### config.mk
export PLATFORM = sky130hd
export DESIGN_NAME = sump_cmd_deframer
export DESIGN_NICKNAME = d
export VERILOG_FILES = /design/src/rtl/sump_cmd_deframer_pkg.sv /design/src/rtl/sump_timeout_cnt.sv /design/src/rtl/sump_cmd_deframer.sv
export SDC_FILE = /design/constraint.sdc
export NUM_CORES = 1
export LEC_CHECK = 0
export CORE_MARGIN = 4
export CORE_UTILIZATION = 45
export CTS_BUF_LIST = sky130_fd_sc_hd__clkbuf_2 sky130_fd_sc_hd__clkbuf_4 sky130_fd_sc_hd__clkbuf_8
export DETAILED_ROUTE_END_ITERATION = 16
export GPL_ROUTABILITY_DRIVEN = 0
export PLACE_DENSITY_LB_ADDON = 0.12
export SYNTH_ARGS = -nofsm -noshare
export SYNTH_HDL_FRONTEND = slang
export SYNTH_SLANG_ARGS = --single-unit
### constraint.sdc
create_clock -name clk_i -period 1.85 [get_ports clk_i]
set_input_delay 0.2775 -clock clk_i [delete_from_list [all_inputs] [get_ports clk_i]]
set_output_delay 0.2775 -clock clk_i [all_outputs]
set_load 0.02 [all_outputs]
### src/rtl/sump_cmd_deframer_pkg.sv
// ============================================================================
// sump_cmd_deframer_pkg - shared opcode type and deframer state.  Rev 1.0
// ============================================================================
`default_nettype none

package sump_cmd_deframer_pkg;

  typedef logic [7:0] opcode_t;

  localparam opcode_t SOFT_RST_OPC = 8'h00;

  typedef enum logic [0:0] {
    IDLE    = 1'b0,
    PAYLOAD = 1'b1
  } dfr_state_e;

  function automatic logic is_long(input opcode_t opc);
    return opc[7];
  endfunction

endpackage

`default_nettype wire

### src/rtl/sump_timeout_cnt.sv
// ============================================================================
// sump_timeout_cnt - loadable saturating up/down counter with expire pulse.  Rev 1.0
// ============================================================================
`default_nettype none

module sump_timeout_cnt #(
  parameter  int unsigned LIMIT = 16,
  localparam int unsigned W     = (LIMIT > 0) ? $clog2(LIMIT + 1) : 1
) (
  input  logic         clk_i,
  input  logic         rst_ni,
  input  logic         clr_i,
  input  logic         load_i,
  input  logic [W-1:0] load_val_i,
  input  logic         up_i,
  input  logic         en_i,
  output logic [W-1:0] cnt_o,
  output logic         expire_o
);

  localparam logic [W-1:0] C_MAX = W'(LIMIT);

  logic [W-1:0] cnt_q, cnt_d;
  logic         step;

  assign step  = en_i && !clr_i && !load_i;
  assign cnt_o = cnt_q;

  always_comb begin
    cnt_d = cnt_q;
    if (clr_i) begin
      cnt_d = '0;
    end else if (load_i) begin
      cnt_d = load_val_i;
    end else if (en_i) begin
      if (up_i && (cnt_q != C_MAX)) begin
        cnt_d = cnt_q + W'(1);
      end else if (!up_i && (cnt_q != '0)) begin
        cnt_d = cnt_q - W'(1);
      end
    end
  end

  always_ff @(posedge clk_i) begin
    if (!rst_ni) begin
      cnt_q <= '0;
    end else begin
      cnt_q <= cnt_d;
    end
  end

  // Expire fires in the cycle whose step lands on the limit (or on zero counting down).
  generate
    if (LIMIT > 0) begin : g_limit
      assign expire_o = step && (up_i ? (cnt_q == C_MAX - W'(1)) : (cnt_q == W'(1)));
    end else begin : g_nolimit
      assign expire_o = 1'b0;
    end
  endgenerate

endmodule

`default_nettype wire

### src/rtl/sump_cmd_deframer.sv
// ============================================================================
// sump_cmd_deframer - SUMP/OLS byte stream to command deframer.  Rev 1.0
// ============================================================================
`default_nettype none

module sump_cmd_deframer
  import sump_cmd_deframer_pkg::*;
#(
  parameter int unsigned CMD_W       = 32,
  parameter int unsigned TIMEOUT_CYC = 100000,
  parameter int unsigned RST_REPEAT  = 5
) (
  input  logic             clk_i,
  input  logic             rst_in,
  input  logic [7:0]       rx_data_i,
  input  logic             rx_stb_i,
  output opcode_t          opcode_o,
  output logic [CMD_W-1:0] payload_o,
  output logic             long_o,
  output logic             cmd_stb_o,
  output logic             soft_rst_o,
  output logic             timeout_o,
  output logic             busy_o
);

  localparam int unsigned NB  = CMD_W / 8;
  localparam int unsigned BCW = (NB > 1) ? $clog2(NB) : 1;
  localparam int unsigned RCW = $clog2(RST_REPEAT + 1);
  localparam int unsigned TCW = (TIMEOUT_CYC > 0) ? $clog2(TIMEOUT_CYC + 1) : 1;

  localparam logic [BCW-1:0] C_LAST_BYTE  = BCW'(NB - 1);
  localparam logic [RCW-1:0] C_REP_LAST   = RCW'(RST_REPEAT - 1);

  dfr_state_e       state_q,    state_d;
  opcode_t          opc_q,      opc_d;
  logic [CMD_W-1:0] shreg_q,    shreg_d;
  logic [BCW-1:0]   bcnt_q,     bcnt_d;
  logic [RCW-1:0]   rep_q,      rep_d;
  opcode_t          opcode_q,   opcode_d;
  logic [CMD_W-1:0] payload_q,  payload_d;
  logic             long_q,     long_d;
  logic             cmd_stb_q,  cmd_stb_d;
  logic             soft_rst_q, soft_rst_d;
  logic             timeout_q,  timeout_d;

  logic             tmo_expire;
  logic [TCW-1:0]   tmo_cnt_unused;

  sump_timeout_cnt #(
    .LIMIT      (TIMEOUT_CYC)
  ) u_tmo (
    .clk_i      (clk_i),
    .rst_ni     (rst_in),
    .clr_i      ((state_q != PAYLOAD) || rx_stb_i),
    .load_i     (1'b0),
    .load_val_i ('0),
    .up_i       (1'b1),
    .en_i       ((state_q == PAYLOAD) && !rx_stb_i),
    .cnt_o      (tmo_cnt_unused),
    .expire_o   (tmo_expire)
  );

  always_comb begin
    state_d    = state_q;
    opc_d      = opc_q;
    shreg_d    = shreg_q;
    bcnt_d     = bcnt_q;
    rep_d      = rep_q;
    opcode_d   = opcode_q;
    payload_d  = payload_q;
    long_d     = long_q;
    cmd_stb_d  = 1'b0;
    soft_rst_d = 1'b0;
    timeout_d  = 1'b0;
    case (state_q)
      IDLE: begin
        if (rx_stb_i) begin
          if (is_long(rx_data_i)) begin
            state_d = PAYLOAD;
            opc_d   = rx_data_i;
            shreg_d = '0;
            bcnt_d  = '0;
            rep_d   = '0;
          end else begin
            opcode_d  = rx_data_i;
            payload_d = '0;
            long_d    = 1'b0;
            cmd_stb_d = 1'b1;
            if (rx_data_i == SOFT_RST_OPC) begin
              if (rep_q == C_REP_LAST) begin
                rep_d      = '0;
                soft_rst_d = 1'b1;
              end else begin
                rep_d = rep_q + RCW'(1);
              end
            end else begin
              rep_d = '0;
            end
          end
        end
      end
      PAYLOAD: begin
        // A byte arriving in the expiry cycle takes priority over the timeout.
        if (rx_stb_i) begin
          shreg_d[8*bcnt_q +: 8] = rx_data_i;
          bcnt_d                 = bcnt_q + BCW'(1);
          if (bcnt_q == C_LAST_BYTE) begin
            state_d   = IDLE;
            opcode_d  = opc_q;
            payload_d = shreg_d;
            long_d    = 1'b1;
            cmd_stb_d = 1'b1;
          end
        end else if (tmo_expire) begin
          state_d   = IDLE;
          timeout_d = 1'b1;
        end
      end
      default: state_d = IDLE;
    endcase
  end

  always_ff @(posedge clk_i) begin
    if (!rst_in) begin
      state_q    <= IDLE;
      opc_q      <= '0;
      shreg_q    <= '0;
      bcnt_q     <= '0;
      rep_q      <= '0;
      opcode_q   <= '0;
      payload_q  <= '0;
      long_q     <= 1'b0;
      cmd_stb_q  <= 1'b0;
      soft_rst_q <= 1'b0;
      timeout_q  <= 1'b0;
    end else begin
      state_q    <= state_d;
      opc_q      <= opc_d;
      shreg_q    <= shreg_d;
      bcnt_q     <= bcnt_d;
      rep_q      <= rep_d;
      opcode_q   <= opcode_d;
      payload_q  <= payload_d;
      long_q     <= long_d;
      cmd_stb_q  <= cmd_stb_d;
      soft_rst_q <= soft_rst_d;
      timeout_q  <= timeout_d;
    end
  end

  assign opcode_o   = opcode_q;
  assign payload_o  = payload_q;
  assign long_o     = long_q;
  assign cmd_stb_o  = cmd_stb_q;
  assign soft_rst_o = soft_rst_q;
  assign timeout_o  = timeout_q;
  assign busy_o     = (state_q == PAYLOAD);

endmodule

`default_nettype wire
==> Word-level counts from Yosys, hierarchy flattened <==
Index checks and enable logic that the tools add are counted.
{ "op_classes": {"addsub": 4, "multipliers": 0, "div_mod_pow": 0, "n_lt_le_gt_ge": 0, "n_eq_ne": 9, "shift": 2, "muxes": 40, "bitwise": 4, "reduce_logical": 15} }
{ "ops": {"columns": ["operator", "count"], "rows": [
  ["32-bit two-way mux", 7],
  ["32-bit case mux with 2 select lines", 2],
  ["5-bit negator with 34-bit output", 1],
  ["8-bit by 34-bit variable shift with 32-bit output (first input constant)", 1],
  ["8-bit by 34-bit variable part select with 32-bit output", 1],
  ["32-bit bitwise mux", 1],
  ["8-bit two-way mux", 4],
  ["17-bit by 1-bit adder with 17-bit output (second input constant)", 1],
  ["17-bit equality test (second input constant)", 1],
  ["17-bit inequality test (second input constant)", 1],
  ["8-bit case mux with 2 select lines", 1],
  ["1-bit two-way mux", 15],
  ["3-bit two-way mux", 3],
  ["8-bit zero test", 1],
  ["2-bit inequality test (second input constant)", 4],
  ["2-bit two-way mux", 3],
  ["1-bit case mux with 2 select lines", 3],
  ["3-bit AND reduction", 2],
  ["5-bit OR reduction", 1],
  ["1-bit NOT", 4],
  ["2-bit case mux with 2 select lines", 1],
  ["2-bit AND reduction", 2],
  ["4-bit AND reduction", 1],
  ["3-bit by 1-bit adder with 3-bit output (second input constant)", 1],
  ["9 further kinds", 12]
]} }
{ "word_totals": {"regBits": 107, "latch_bits": 0, "ram_bits": 0, "rom_bits": 0, "inputBits": 11, "output_inout_bits": 45, "elab_cells": 86, "n_memories": 0} }

==> Logic depth before layout (Yosys ltp) <==
Gate-level depths: netlist of the first run.
{ "logic_depth": {"depth_word": 8, "mapped_depth": 8, "mapped_depth_nobuf": 6} }

==> Modules after synthesis <==
From an unflattened synthesis of the first run, not the netlist that was laid out.
{ "hier_totals": {"hier_cells": 511, "area_unflattened_um2": 4839.6} }
{ "modules_own_cells": {"columns": ["mod", "instances", "cells_per_inst", "area_per_inst_um2", "seq_area_each_um2"], "rows": [
  ["sump_cmd_deframer", 1, 323, 3445.8, 1641.6],
  ["sump_timeout_cnt", 1, 188, 1393.8, 340.3]
]} }

==> Worst setup path after synthesis of the first run <==
Ideal clock, no wire load.
{ "synth_timing": {"kind": "register to register", "startpoint": "register bcnt_q[0]", "endpoint": "register payload_q[25], in the netlist payload_o[25]", "setup_ps": 59, "arrival_ps": 1818, "t_required_ps": 1791, "path_slack_ps": -27, "stages_incl_launch_ff": 8, "n_path_buf": 1, "period_less_slack_ps": 1877, "path_cell_list": "dfxtp_1 > inv_1 > ha_1 > and3b_1 > nor4b_1 > nor2b_1 > buf_2 > a22o_1"} }
{ "synth_between": {"elab_chain_cells": 6, "elab_cells_between_ends": 10, "cone_classes": "add/sub: 1; eq/ne: 2; shift: 2; mux: 4; reduce/logical: 1"} }
{ "synth_rtl": {"columns": ["element", "line_no", "source"], "rows": [
  ["from (decl)", "sump_cmd_deframer.sv:37", "logic [BCW-1:0] bcnt_q, bcnt_d;"],
  ["from (signal assigned)", "sump_cmd_deframer.sv:140", "bcnt_q <= bcnt_d;"],
  ["5-bit negator with 34-bit output", "sump_cmd_deframer.sv:105", "shreg_d[8*bcnt_q +: 8] = rx_data_i;"],
  ["8-bit by 34-bit variable part select with 32-bit output or 8-bit by 34-bit variable shift with 32-bit output (tied branches)", "sump_cmd_deframer.sv:105", null],
  ["32-bit bitwise mux", "sump_cmd_deframer.sv:105", null],
  ["32-bit two-way mux", "sump_cmd_deframer.sv:107", "if (bcnt_q == C_LAST_BYTE) begin"],
  ["32-bit two-way mux", "sump_cmd_deframer.sv:104", "if (rx_stb_i) begin"],
  ["32-bit case mux with 2 select lines", "sump_cmd_deframer.sv:75", "case (state_q)"],
  ["to (signal assigned)", "sump_cmd_deframer.sv:143", "payload_q <= payload_d;"],
  ["to (decl)", "sump_cmd_deframer.sv:40", "logic [CMD_W-1:0] payload_q, payload_d;"]
]} }
Parallel ways exist; a longest one is shown, timed or not. The select of a mux whose other input is x is not followed.
A chain may end at the register's enable or synchronous reset.

==> Final worst setup path of the first run <==
{ "layout_timing": {"startpoint": "register u_tmo.cnt_q[4], in the netlist u_tmo.cnt_o[4]", "endpoint": "register u_tmo.cnt_q[16], in the netlist u_tmo.cnt_o[16]"} }
{ "layout_between": {"elab_chain_cells": 2, "elab_cells_between_ends": 3, "cone_classes": "add/sub: 1; eq/ne: 1; reduce/logical: 1"} }
{ "layout_rtl": {"columns": ["element", "line_no", "source"], "rows": [
  ["from (decl)", "sump_timeout_cnt.sv:23", "logic [W-1:0] cnt_q, cnt_d;"],
  ["from (signal assigned)", "sump_timeout_cnt.sv:48", "cnt_q <= cnt_d;"],
  ["parallel branches: the longest is 2 deep, another holds 17-bit by 1-bit adder with 17-bit output", null, null]
]} }
Parallel ways; which one is timed is not known.

==> results of run 1 <==
## per-layer routing
metal | share of wire | up-vias | GRT usage
li1 | - | 1739 | -
met1 | 0.50 | 1658 | 0.264
met2 | 0.45 | 79 | 0.285
met3 | 0.039 | 10 | 0.0391
met5 | 0 | - | 0
met4 | 0.014 | 0 | 0.0589
## layout by cell type (no fill, tap or decap), types with 5 or more instances in the layout
master and count:
dfxtp_1 97, o211a_1 7, buf_4 45, ha_1 8
o2bb2ai_1 19, or4_1 6, clkdlybuf4s50_1 54, a22o_1 25
and2_1 14, nor3_1 5, inv_1 13, o21ai_0 24
and3_1 6, nand3_1 10, nor2_1 10, nand2_1 40
xnor2_1 5, nor4_1 6, a22oi_1 13, mux2i_1 14
clkbuf_8 10, a21oi_1 17, nor2b_1 22
## path summary, 6_finish.rpt
kind                   from         endpoint  cells after the start
min             shreg_q[18]      shreg_q[18]                      2
max reg2reg  u_tmo.cnt_o[4]  u_tmo.cnt_o[16]                      4
min reg2reg     shreg_q[18]      shreg_q[18]                      2
max          u_tmo.cnt_o[4]  u_tmo.cnt_o[16]                      4
## worst max-delay path, cell delays in order, from the launching register on
cell and delay, ns:
dfxtp_1 0.49, nand4b_4 0.14, or4_4 0.56, or3_1 0.36
a21oi_1 0.15
## cell type report
cell class,count,area share
inverter,13,0.00921
multi-input combinational,293,0.381
sequential,99,0.375
clock inverter,5,0.0113
tap,108,0.0255
clock buffer,11,0.0274
timing repair buffer,101,0.171
## logic make-up after synthesis
logic type | share of synthesized area
AO/OA/AOI/OAI | 0.212
XOR/XNOR | 0.0148
adder cells (fa/ha/maj) | 0.0271
buffers and inverters | 0.0407
AND/OR/NAND/NOR | 0.194
multiplexers | 0.0337
flip-flops | 0.477
## power groups by stage
stage / clock (mW) / sequential [mW] / combinational, mW
final: 1.44 / 2.18 / 0.395
after detailed placement: 0 / 2.23 / 0.393
after floorplan: 0 / 2.25 / 0.195
after CTS: 1.46 / 2.18 / 0.394
after global placement: 0 / 2.23 / 0.389
after global routing: 1.56 / 2.18 / 0.427
## flip-flops by register name, indices dropped and copies added (netlist names)
register / count
busy_o: 1
shreg_q: 24
soft_rst_o: 1
payload_o: 32
opc_q: 8
long_o: 1
u_tmo.cnt_o: 17
opcode_o: 8
timeout_o: 1
rep_q: 3
bcnt_q: 2
cmd_stb_o: 1
## what timing repair did
action / CTS / global route
pin swaps: 0 / 0
buffers inserted: 0 / 0
resized for setup: 1 / 5
setup endpoints to repair: 1 / 33
## per-stage QoR
stage / worst slack [ns] / setup TNS [ns] / total power, mW / util / hold slack (ns)
after global placement: -0.124 / -0.749 / 2.62 / 0.575 / 0.434
after floorplan: 0.0358 / 0 / 2.44 / - / 0.426
after CTS: 0.0403 / 0 / 4.04 / 0.598 / 0.465
after detailed placement: -0.150 / -1.20 / 2.62 / 0.575 / 0.443
after global routing: 0.0181 / 0 / 4.17 / 0.599 / 0.490
final: 0.0968 / 0 / 4.01 / 0.599 / 0.461
==> results by group, run 1 <==
Logic synthesis
  • Ys async rst share: 0
  • Top post-synthesis cells by area: dfxtp_1 (48%), a22o_1 (5.3%), o2bb2ai_1 (4.0%), nand2_1 (3.6%), nor2b_1 (3.5%)
  • Synthesized net count: roughly 460
  • Seq cells post-synth: 99
  • Cell variety after synth: 45
  • Count leader, synth: dfxtp_1
  • Number of synthesized flops with an enable pin: 0
  • Syn Area/Cell: 9.53 um^2
  • Post-synth top area cell: dfxtp_1
  • Yosys top cell area share: 0.477
  • Mapped cell area: ~4200 um^2
  • Ys flop type: dfxtp_1
  • Top cells by instance count after synthesis: dfxtp_1 (99), nand2_1 (40), clkbuf_1 (27)
  • Syn. warnings: 0
  • Syn Inst Count: 436
  • Sequential area share after synthesis: 0.477

Timing
  • Worst slew pin tran: 0.430 ns
  • Rel. slew slack: 0.711
  • Max-slew violations: 0
  • Final number of hold-violating endpoints: 0
  • Worst Skew: roughly 0.011 ns
  • FMAX: 570 MHz
  • Minimum clock period: 1.75 ns
  • Final setup vio count: 0
  • Tcrit/Tclk final: 0.948
  • RSZ-0062 raised after global routing: no

Worst setup path
  • Crit path DAT: 2.05 ns
  • CP Capture Type: register
  • Req. time, crit path: around 2.2 ns
  • Crit path max fanout: 5
  • CP Launch Type: register
  • R2r setup slk: a little under 0.1 ns
  • Critical path class: reg2reg

Pwr
  • Fraction of power consumed by the clock network: 0.358
  • Reg power frac: 0.543
  • Net Switching: 0.991 mW
  • Internal cell power: 3.02 mW
  • Switching part of the total power: 0.247
  • Peak supply drop: roughly 0.45 mV
  • P per Cell Area: ~760 nW/um^2
  • Comb pwr share: 0.098
  • Leakage: 2.05 nW

CTS
  • CTS Hold Bufs: 0
  • Root buffer cell: clkbuf_8
  • TritonCTS buffer count: 9
  • TritonCTS clock tree: built
  • Skew-Pair Late Insertion Delay: 0.36 ns
  • Clock slew at reported path FFs: ~0.10 ns
  • H-tree depth: 3
  • Max Root-Sink Buffers: 2
  • Clk sinks: 99

Global route
  • Largest net degree at the start of global routing: 20
  • Initial antenna violation count: 0
  • Number of global-route vias before repair: 3,336
  • Total grt overflow: 0
  • Overall global routing resource usage: 0.187
  • Global-route wire length before repair: 16.7 mm

Layout
  • Finished Layout Cells: 630
  • Multi-input logic area: 2020 um^2
  • Register area: about 2000 um^2
  • Layout Nets: 537
  • Fillers: 783
  • Post-route cell area: 5300 um^2
  • Layout Area Growth over Synthesis: 27.5%
  • Inserted Diodes: 0
  • Share of layout cells above drive strength 1: 0.140

Place
  • Detail Placement HPWL: approximately 7 mm
  • Placed cell count: 614
  • IO Port Bufs: 55
  • Placed cell area: 5090 um^2

Detailed routing
  • Initial drt markers: 273
  • Remaining antenna violation count: 0
  • Via Count: 3,486
  • Router iterations before antenna repair: 5
  • Vias/cell: 5.53
  • Post-route DRC: 0
  • Routed wire length: 10.0 mm
  • DR WL/cell: between 15 and 20 um

Flow run
  • Max capacitance violation total: 0

Floorplanning
  • I/O Pins: 56
  • Starting density of the core: 0.469
  • Core ar.: 8850 um^2
  • Total Die Area: 10,800 um^2
  • Row cnt: 34
  • Die Wd: 104 um
  • Die height: 104 um

Hold path
  • Hold crit path type: reg2reg

Outcome
  • Outcome: completed
Note: power is estimated with default switching activity, not from simulation.
==> run 2: changes to the inputs <==
CORE_MARGIN = 3   (was 4)
==> run 2 against run 1 <==
  * Non-clock buffer count down 3
  * Critical path type unchanged
  * Routed wire length shrank 1.3%
  * Largest cell class unchanged
  * Register-to-register slack gained 0.04 ns
  * Core utilization decreased by 0.17 points
  * Sequential share of layout area increased by 0.083 points
  * Clock-buffer cell count down 2
  * Highest routed layer unchanged
  * Via count shrank 1.2%
==> results by group, run 2 (synthesized netlist as in run 1, its figures left out) <==
Global route
  • Total grt overflow: 0
  • Global-route wire length before repair: 16.4 mm
  • Number of global-route vias before repair: 3,316
  • Overall global routing resource usage: 0.200
  • Largest net degree at the start of global routing: 22
  • Initial antenna violation count: 0

CTS
  • TritonCTS buffer count: 9
  • Root buffer cell: clkbuf_8
  • H-tree depth: 3
  • TritonCTS clock tree: built
  • Clk sinks: 99
  • Skew-Pair Late Insertion Delay: about 0.37 ns
  • Clock slew at reported path FFs: 0.10 ns
  • Max Root-Sink Buffers: 2

Pwr
  • Comb pwr share: 0.102
  • Switching part of the total power: 0.269
  • Fraction of power consumed by the clock network: 0.340
  • Internal cell power: 2.85 mW
  • Peak supply drop: approximately 0.43 mV
  • Power, Total: 3.90 mW
  • Reg power frac: 0.559
  • P per Cell Area: roughly 740 nW/um^2
  • Net Switching: 1.05 mW
  • Leakage: 2.03 nW

Detailed routing
  • Remaining antenna violation count: 0
  • Vias/cell: 5.49
  • DR WL/cell: 15.8 um
  • Via Count: 3,445
  • Post-route DRC: 0
  • Router iterations before antenna repair: 5
  • Routed wire length: 9.89 mm
  • Initial drt markers: about 140

Floorplanning
  • Die Wd: 102 um
  • Total Die Area: around 10,000 um^2
  • Starting density of the core: 0.469
  • Core ar.: roughly 8800 um^2
  • Die height: around 100 um
  • I/O Pins: between 50 and 60
  • Row cnt: 34

Layout
  • Post-route cell area: 5280 um^2
  • Share of layout cells above drive strength 1: 0.137
  • Post-Route Utilization: 0.597
  • Most frequent cells in the layout: dfxtp_1 (98), clkdlybuf4s50_1 (54), buf_4 (41)
  • Max reg flops: 32
  • Finished Layout Cells: around 630
  • Layout Area Growth over Synthesis: 27.1%
  • Layout Nets: 534
  • Commonest non-fill, non-tap cell in the layout: dfxtp_1
  • Inserted Diodes: 0

Timing
  • Final number of hold-violating endpoints: 0
  • Final setup vio count: 0
  • Hold_ws: 0.464 ns
  • FMAX: 583 MHz
  • Minimum clock period: 1.72 ns
  • Post-Route Setup TNS: 0 ns
  • Rel. slew slack: 0.676
  • Worst slew pin tran: 0.482 ns
  • Max-slew violations: 0
  • Post-route setup slack: 0.134 ns
  • Tcrit/Tclk final: 0.927
  • Worst Skew: roughly 0.013 ns

Worst setup path
  • Slowest CP cell: dfxtp_1
  • Cell family with most CP delay: buffers and inverters
  • Crit-path cells: inv_1 > ha_4 > buf_4 > nor4bb_4 > buf_6 > a21oi_1 > o21ai_0 > and2_1
  • CP Launch Type: register
  • CP bufs+invs: 3
  • Req. time, crit path: 2.12 ns
  • Critical path class: reg2reg
  • Max incr delay on CP: between 0.3 and 0.4 ns
  • Crit path DAT: 1.99 ns
  • Crit path max fanout: 9
  • CP Capture Type: register

Place
  • IO Port Bufs: between 50 and 60
  • Placed cell count: 611
  • Dpl ws: -0.169 ns
  • Detail Placement HPWL: 6.89 mm
  • Placed cell area: ~5000 um^2

Flow run
  • Max capacitance violation total: 0

Outcome
  • Outcome: completed

Hold path
  • Hold crit path type: reg2reg
## run 2: worst paths after layout
check / startpoint / endpoint / slack [ns] / cells past startpoint
setup / recovery: bcnt_q[1] / shreg_q[7] / 0.13 / 8
hold / removal: shreg_q[20] / shreg_q[20] / 0.46 / 2
setup reg to reg: bcnt_q[1] / shreg_q[7] / 0.13 / 8
hold reg to reg: shreg_q[20] / shreg_q[20] / 0.46 / 2
## run 2: worst reg2reg max path, delay by kind of cell (launching register included)
family | cells | cell delay, ns
adders and majority gates | 1 | 0.19
DFF | 1 | 0.39
AOI/OAI and AO/OA | 2 | 0.32
buffers and inverters | 3 | 0.41
and+or+nand+nor | 2 | 0.32
## run 2: area by class of cell
type,count,area [um^2]
Fill cell,780,3570
Multi-Input combinational cell,293,2040
Sequential cell,99,1980
Timing Repair Buffer,98,888
Tap cell,108,135
Clock buffer,9,124
Clock inverter,7,58.8
Inverter,13,48.8
## run 2: power by group through the flow
stage / sequential, mW / combinational, mW / clock [mW]
final: 2.18 / 0.397 / 1.32
after global routing: 2.18 / 0.437 / 1.44
after CTS: 2.18 / 0.386 / 1.37
after detailed placement: 2.23 / 0.385 / 0
after global placement: 2.23 / 0.383 / 0
after floorplan: 2.25 / 0.195 / 0
## run 2: repair_timing
item	4_1_cts	5_1_grt
buffers inserted	0	0
pin swaps	0	0
hold buffers	0	0
endpoints found under the setup margin	2	27
gates resized for setup	2	7
## run 2: per-layer routing
layer	global-route usage	wire length, um	vias to the layer above
li1	-	-	1736
met1	0.277	4760	1626
met2	0.316	4550	77
met3	0.0526	491	6
met4	0.0434	81	0
met5	0	0	-
==> RTL edit 1 (flow settings as in run 2) <==
Register the output `payload_o` once more, cleared by the reset; this adds one clock of latency there. The other outputs are not delayed to match.
--- a/src/rtl/sump_cmd_deframer.sv
+++ b/src/rtl/sump_cmd_deframer.sv
@@ -149,7 +149,13 @@
   end
 
   assign opcode_o   = opcode_q;
-  assign payload_o  = payload_q;
+  always_ff @(posedge clk_i) begin
+    if (!rst_in) begin
+      payload_o <= '0;
+    end else begin
+      payload_o <= payload_q;
+    end
+  end
   assign long_o     = long_q;
   assign cmd_stb_o  = cmd_stb_q;
   assign soft_rst_o = soft_rst_q;
Function: changed (Yosys sat finds a counterexample within 10 cycles, from zero or initial values and one cycle with rst_in low).
==> RTL edit 1 against run 2 <==
Core utilization shrank 0.61 points. Power grew 43%. Area after synthesis grew 26%. Sequential cell count grew 32. Largest power group unchanged. Wire length grew 18%. Critical path type unchanged. Design area grew 24%. Sequential share of layout area grew 2.6 points. Setup slack lost 38 ps.
==> RTL edit 1: results (changes against run 2) <==
* Met3 wire len at 524 um (+6.7%)
* Drt pass-1 iters at 4 (-1)
* Layout Nets at 636 (+19%)
* Met2 Use GR at 28.98% (-2.6 points)
* Hpwl dp at 8260 um (+20%)
* Post-synthesis xor/xnor area fraction at 1.341% (-0.13 points)
* Clk pwr at 0.00223 W (+69%)
* Placed Area at 0.006126 mm^2 (+21%)
* P_leak at 2.677 nW (+32%)
* Fillers at 989 (+27%)
* Flop pwr share at 52.0% (-3.9 points)
* Avg Cell Area, Syn at 9.803 um^2 (+2.9%)
* Via count at 4052 (+18%)
* Clock Skew at 9.984 ps (-2.862 ps)
* HP Start: rst_in
* First-pass GRT wire length at 19400 um (+18%)
* Slowest-stage cell, CP: dfxtp_2
* Final cell count without fillers at 768 (+22%)
* Clock latency on the worst-skew pair at 440 ps (+70 ps)
* WL final at 11650 um (+18%)
* Placed Cells at 736 (+20%)
* Post-synthesis mux area share at 2.682% (-0.69 points)
* Top cells by count, synth: dfxtp_1, nand2_1, and2_1
* Total GRT Usage at 18.97% (-1.0 points)
* Status: completed
* M1 wire length at 5651 um (+19%)
* H-tree Lvls at 4 (+1)
* Sequential cell area fraction in the yosys report at 50.19% (+2.5 points)
* Layout cells sized above 1 at 15.92% (+2.2 points)
* Number of global-route vias before repair at 3963 (+20%)
* WL met2 at 5285 um (+16%)
* Crit path max fanout at 8 (-1)
* Pre-CTS WS at -128.0 ps (+40.79 ps)
-- RTL edit 1: logic make-up after synthesis --
kind of cell    Yosys count
flops                   131
fa+ha+maj                 9
compound gates          131
buf+inv                  48
simple gates            192
xor+xnor                  8
mux                      14
-- RTL edit 1: critical path, delay by kind of cell (launching register included) --
family | cells | cell delay (ps)
flip-flops | 1 | 380
AO/OA/AOI/OAI | 1 | 160
adder cells (fa/ha/maj) | 1 | 270
buffers and inverters | 3 | 390
AND/OR/NAND/NOR | 3 | 490
-- RTL edit 1: layout make-up --
class	count	area, um^2	share of cell area, %
clock inverters	4	20.02	0.3059
inverters	12	45.04	0.6882
clock buffers	27	352.8	5.391
well taps	140	175.2	2.676
multi-input cells	354	2416	36.91
flip-flops and latches	131	2625	40.11
repair buffers	100	910.9	13.92
-- RTL edit 1: worst paths after layout --
check                 to  slack (ps)  cells past startpoint
max          shreg_q[21]         100                      8
min          shreg_q[21]         340                      2
max reg2reg  shreg_q[21]         100                      8
min reg2reg  shreg_q[11]         450                      1
==> RTL edit 2 (flow settings as in run 2) <==
Made on the original files. The parameter `RST_REPEAT` goes from 5 to 10.
--- a/src/rtl/sump_cmd_deframer.sv
+++ b/src/rtl/sump_cmd_deframer.sv
@@ -8,7 +8,7 @@
 #(
   parameter int unsigned CMD_W       = 32,
   parameter int unsigned TIMEOUT_CYC = 100000,
-  parameter int unsigned RST_REPEAT  = 5
+  parameter int unsigned RST_REPEAT  = 10
 ) (
   input  logic             clk_i,
   input  logic             rst_in,
Function: changed (Yosys sat finds a counterexample within 10 cycles, from zero or initial values and one cycle with rst_in low).
==> RTL edit 2 against run 2 <==
Sequential power increased by 6%. Clock power increased by 12%. Power increased by 9.0%. Non-clock buffer count decreased by 4. Area after synthesis increased by 9.4%. Via count increased by 11%. Worst hold slack got worse by 110 ps. Final cell count increased by 14%. Critical endpoint is now payload_o[11]. Design area increased by 7.0%. Maximum frequency increased by 2.4%. First-iteration DRC count increased by 55%. Critical path type unchanged. Sequential cell count increased by 6. Wire length increased by 9.8%. Setup slack improved by 40 ps.
==> RTL edit 2: results (changes against run 2) <==
* Total CTS buffers at 9 (unchanged)
* Initial DRC count at 214 (+55%)
* Psw at 0.001085 W (+3.6%)
* Slowest stage delay, CP at 320 ps (-70 ps)
* Crit path max fanout at 36 (+27)
* Post_cts resized at 1 (-1)
* Post-CTS Repair Setup Buffers at 0 (unchanged)
* Top Metal Used: met4
* WL met2 at 4860 um (+6.8%)
* Via density at 5.346 (-2.7%)
* Routing usage on met3 at 4.372% (-0.88 points)
* M1 wire length at 5261 um (+10%)
* Slowest-stage cell, CP: dfxtp_1
* Sequential cell area fraction in the yosys report at 46.24% (-1.5 points)
* WL final at 10860 um (+9.8%)
* Hpwl dp at 7812 um (+13%)
* Max reg flops at 32 (unchanged)
* Final cell count without fillers at 713 (+14%)
* Placed Cells at 697 (+14%)
* Status: completed
* Placed Area at 0.005433 mm^2 (+7.3%)
* Cell count after synthesis at 502 (+15%)
* Layout cells sized above 1 at 11.90% (-1.8 points)
* R2R Setup Slk at 170 ps (+40 ps)
* Layout Nets at 595 (+11%)
* CTS max path bufs at 2 (unchanged)
* CTS Root Buffer Type: clkbuf_8
* Asr flop ratio synth at 0% (unchanged)
* Warnings from Yosys at 0 (unchanged)
* CTS clk-pin slew, worst paths at 100 ps (about the same)
* Largest net degree at the start of global routing at 37 (+68%)
* Synth area leaders: dfxtp_1, nor2b_1, o21ai_0
* Synth cell types at 54 (+20%)
* Drt pass-1 iters at 4 (-1)
* Met3 wire len at 539 um (+9.8%)
* Initial antenna violation count at 0 (unchanged)
* M1 GR Usage at 27.14% (-0.56 points)
* Top cells by count, synth: dfxtp_1, nand2_1, o21ai_0
* Max VDD drop at 0.4508 mV (+5.0%)
* I/O Buffers at 55 (unchanged)
* H-tree Lvls at 3 (unchanged)
* First-pass GRT wire length at 18460 um (+13%)
* Worst-margin pin slew at 389.9 ps (-91.94 ps)
* Ant diodes at 0 (unchanged)
* Synth Net Count at 522 (+14%)
* Hold WC Path Type: in -> reg
* Clock latency on the worst-skew pair at 370 ps (about the same)
* Total GRT Usage at 20.09% (+0.090 points)
* Clock Skew at 16.09 ps (+3.246 ps)
* Fillers at 909 (+17%)
* Met2 Use GR at 32.04% (+0.45 points)
* Critical path's top delay family: compound AO/OA/AOI/OAI gates
* P_leak at 2.103 nW (+3.4%)
* Number of global-route vias before repair at 3777 (+14%)
* Critical Path AT at 1940 ps (-50 ps)
[RTL edit 2: final cells by class]
type                    count  share of cell area, %
clock buffers              10                  2.325
flip-flops and latches    105                  37.22
inverters                  13                 0.8636
repair buffers             94                  15.48
multi-input cells         352                  39.86
well taps                 133                  2.945
clock inverters             6                  1.306
[RTL edit 2: cell families (layout without fill, tap and decap cells)]
| kind of cell | count (synthesis) | after routing | synth area share [%] |
|---|---|---|---|
| xor+xnor | 8 | 8 | 1.541 |
| mux | 15 | 15 | 3.303 |
| simple gates | 179 | 179 | 22.24 |
| buf+inv | 45 | 123 | 4.487 |
| compound gates | 141 | 141 | 19.71 |
| fa+ha+maj | 9 | 9 | 2.477 |
| flops | 105 | 105 | 46.24 |
[RTL edit 2: path summary, 6_finish.rpt]
| kind | start | endpoint | depth (start not counted) |
|---|---|---|---|
| worst max-delay path | bcnt_q[0] | payload_o[11] | 7 |
| worst min-delay path | rst_in | soft_rst_o | 4 |
| worst max register to register | bcnt_q[0] | payload_o[11] | 7 |
| worst min register to register | shreg_q[16] | shreg_q[16] | 2 |
[RTL edit 2: stage by stage]
step,total power (W),setup slack (ps),util (%),hold WS [ps]
2_1_floorplan,0.002621,47.33,-,417.3
3_3_place_gp,0.002818,-8.242,55.33,425.4
3_5_place_dp,0.002823,-67.90,55.33,435.4
4_1_cts,0.004293,85.83,57.40,355.6
5_1_grt,0.004424,-2.205,57.54,374.6
6_report,0.004250,174.2,57.54,352.1
[RTL edit 2: power by group through the flow]
stage,Clock (W),Combinational (W),Sequential (W)
after global routing,0.00161,0.000488,0.00233
after global placement,0,0.000443,0.00237
final,0.00148,0.000448,0.00232
after detailed placement,0,0.000447,0.00238
after floorplan,0,0.000212,0.00241
after CTS,0.00152,0.000448,0.00232
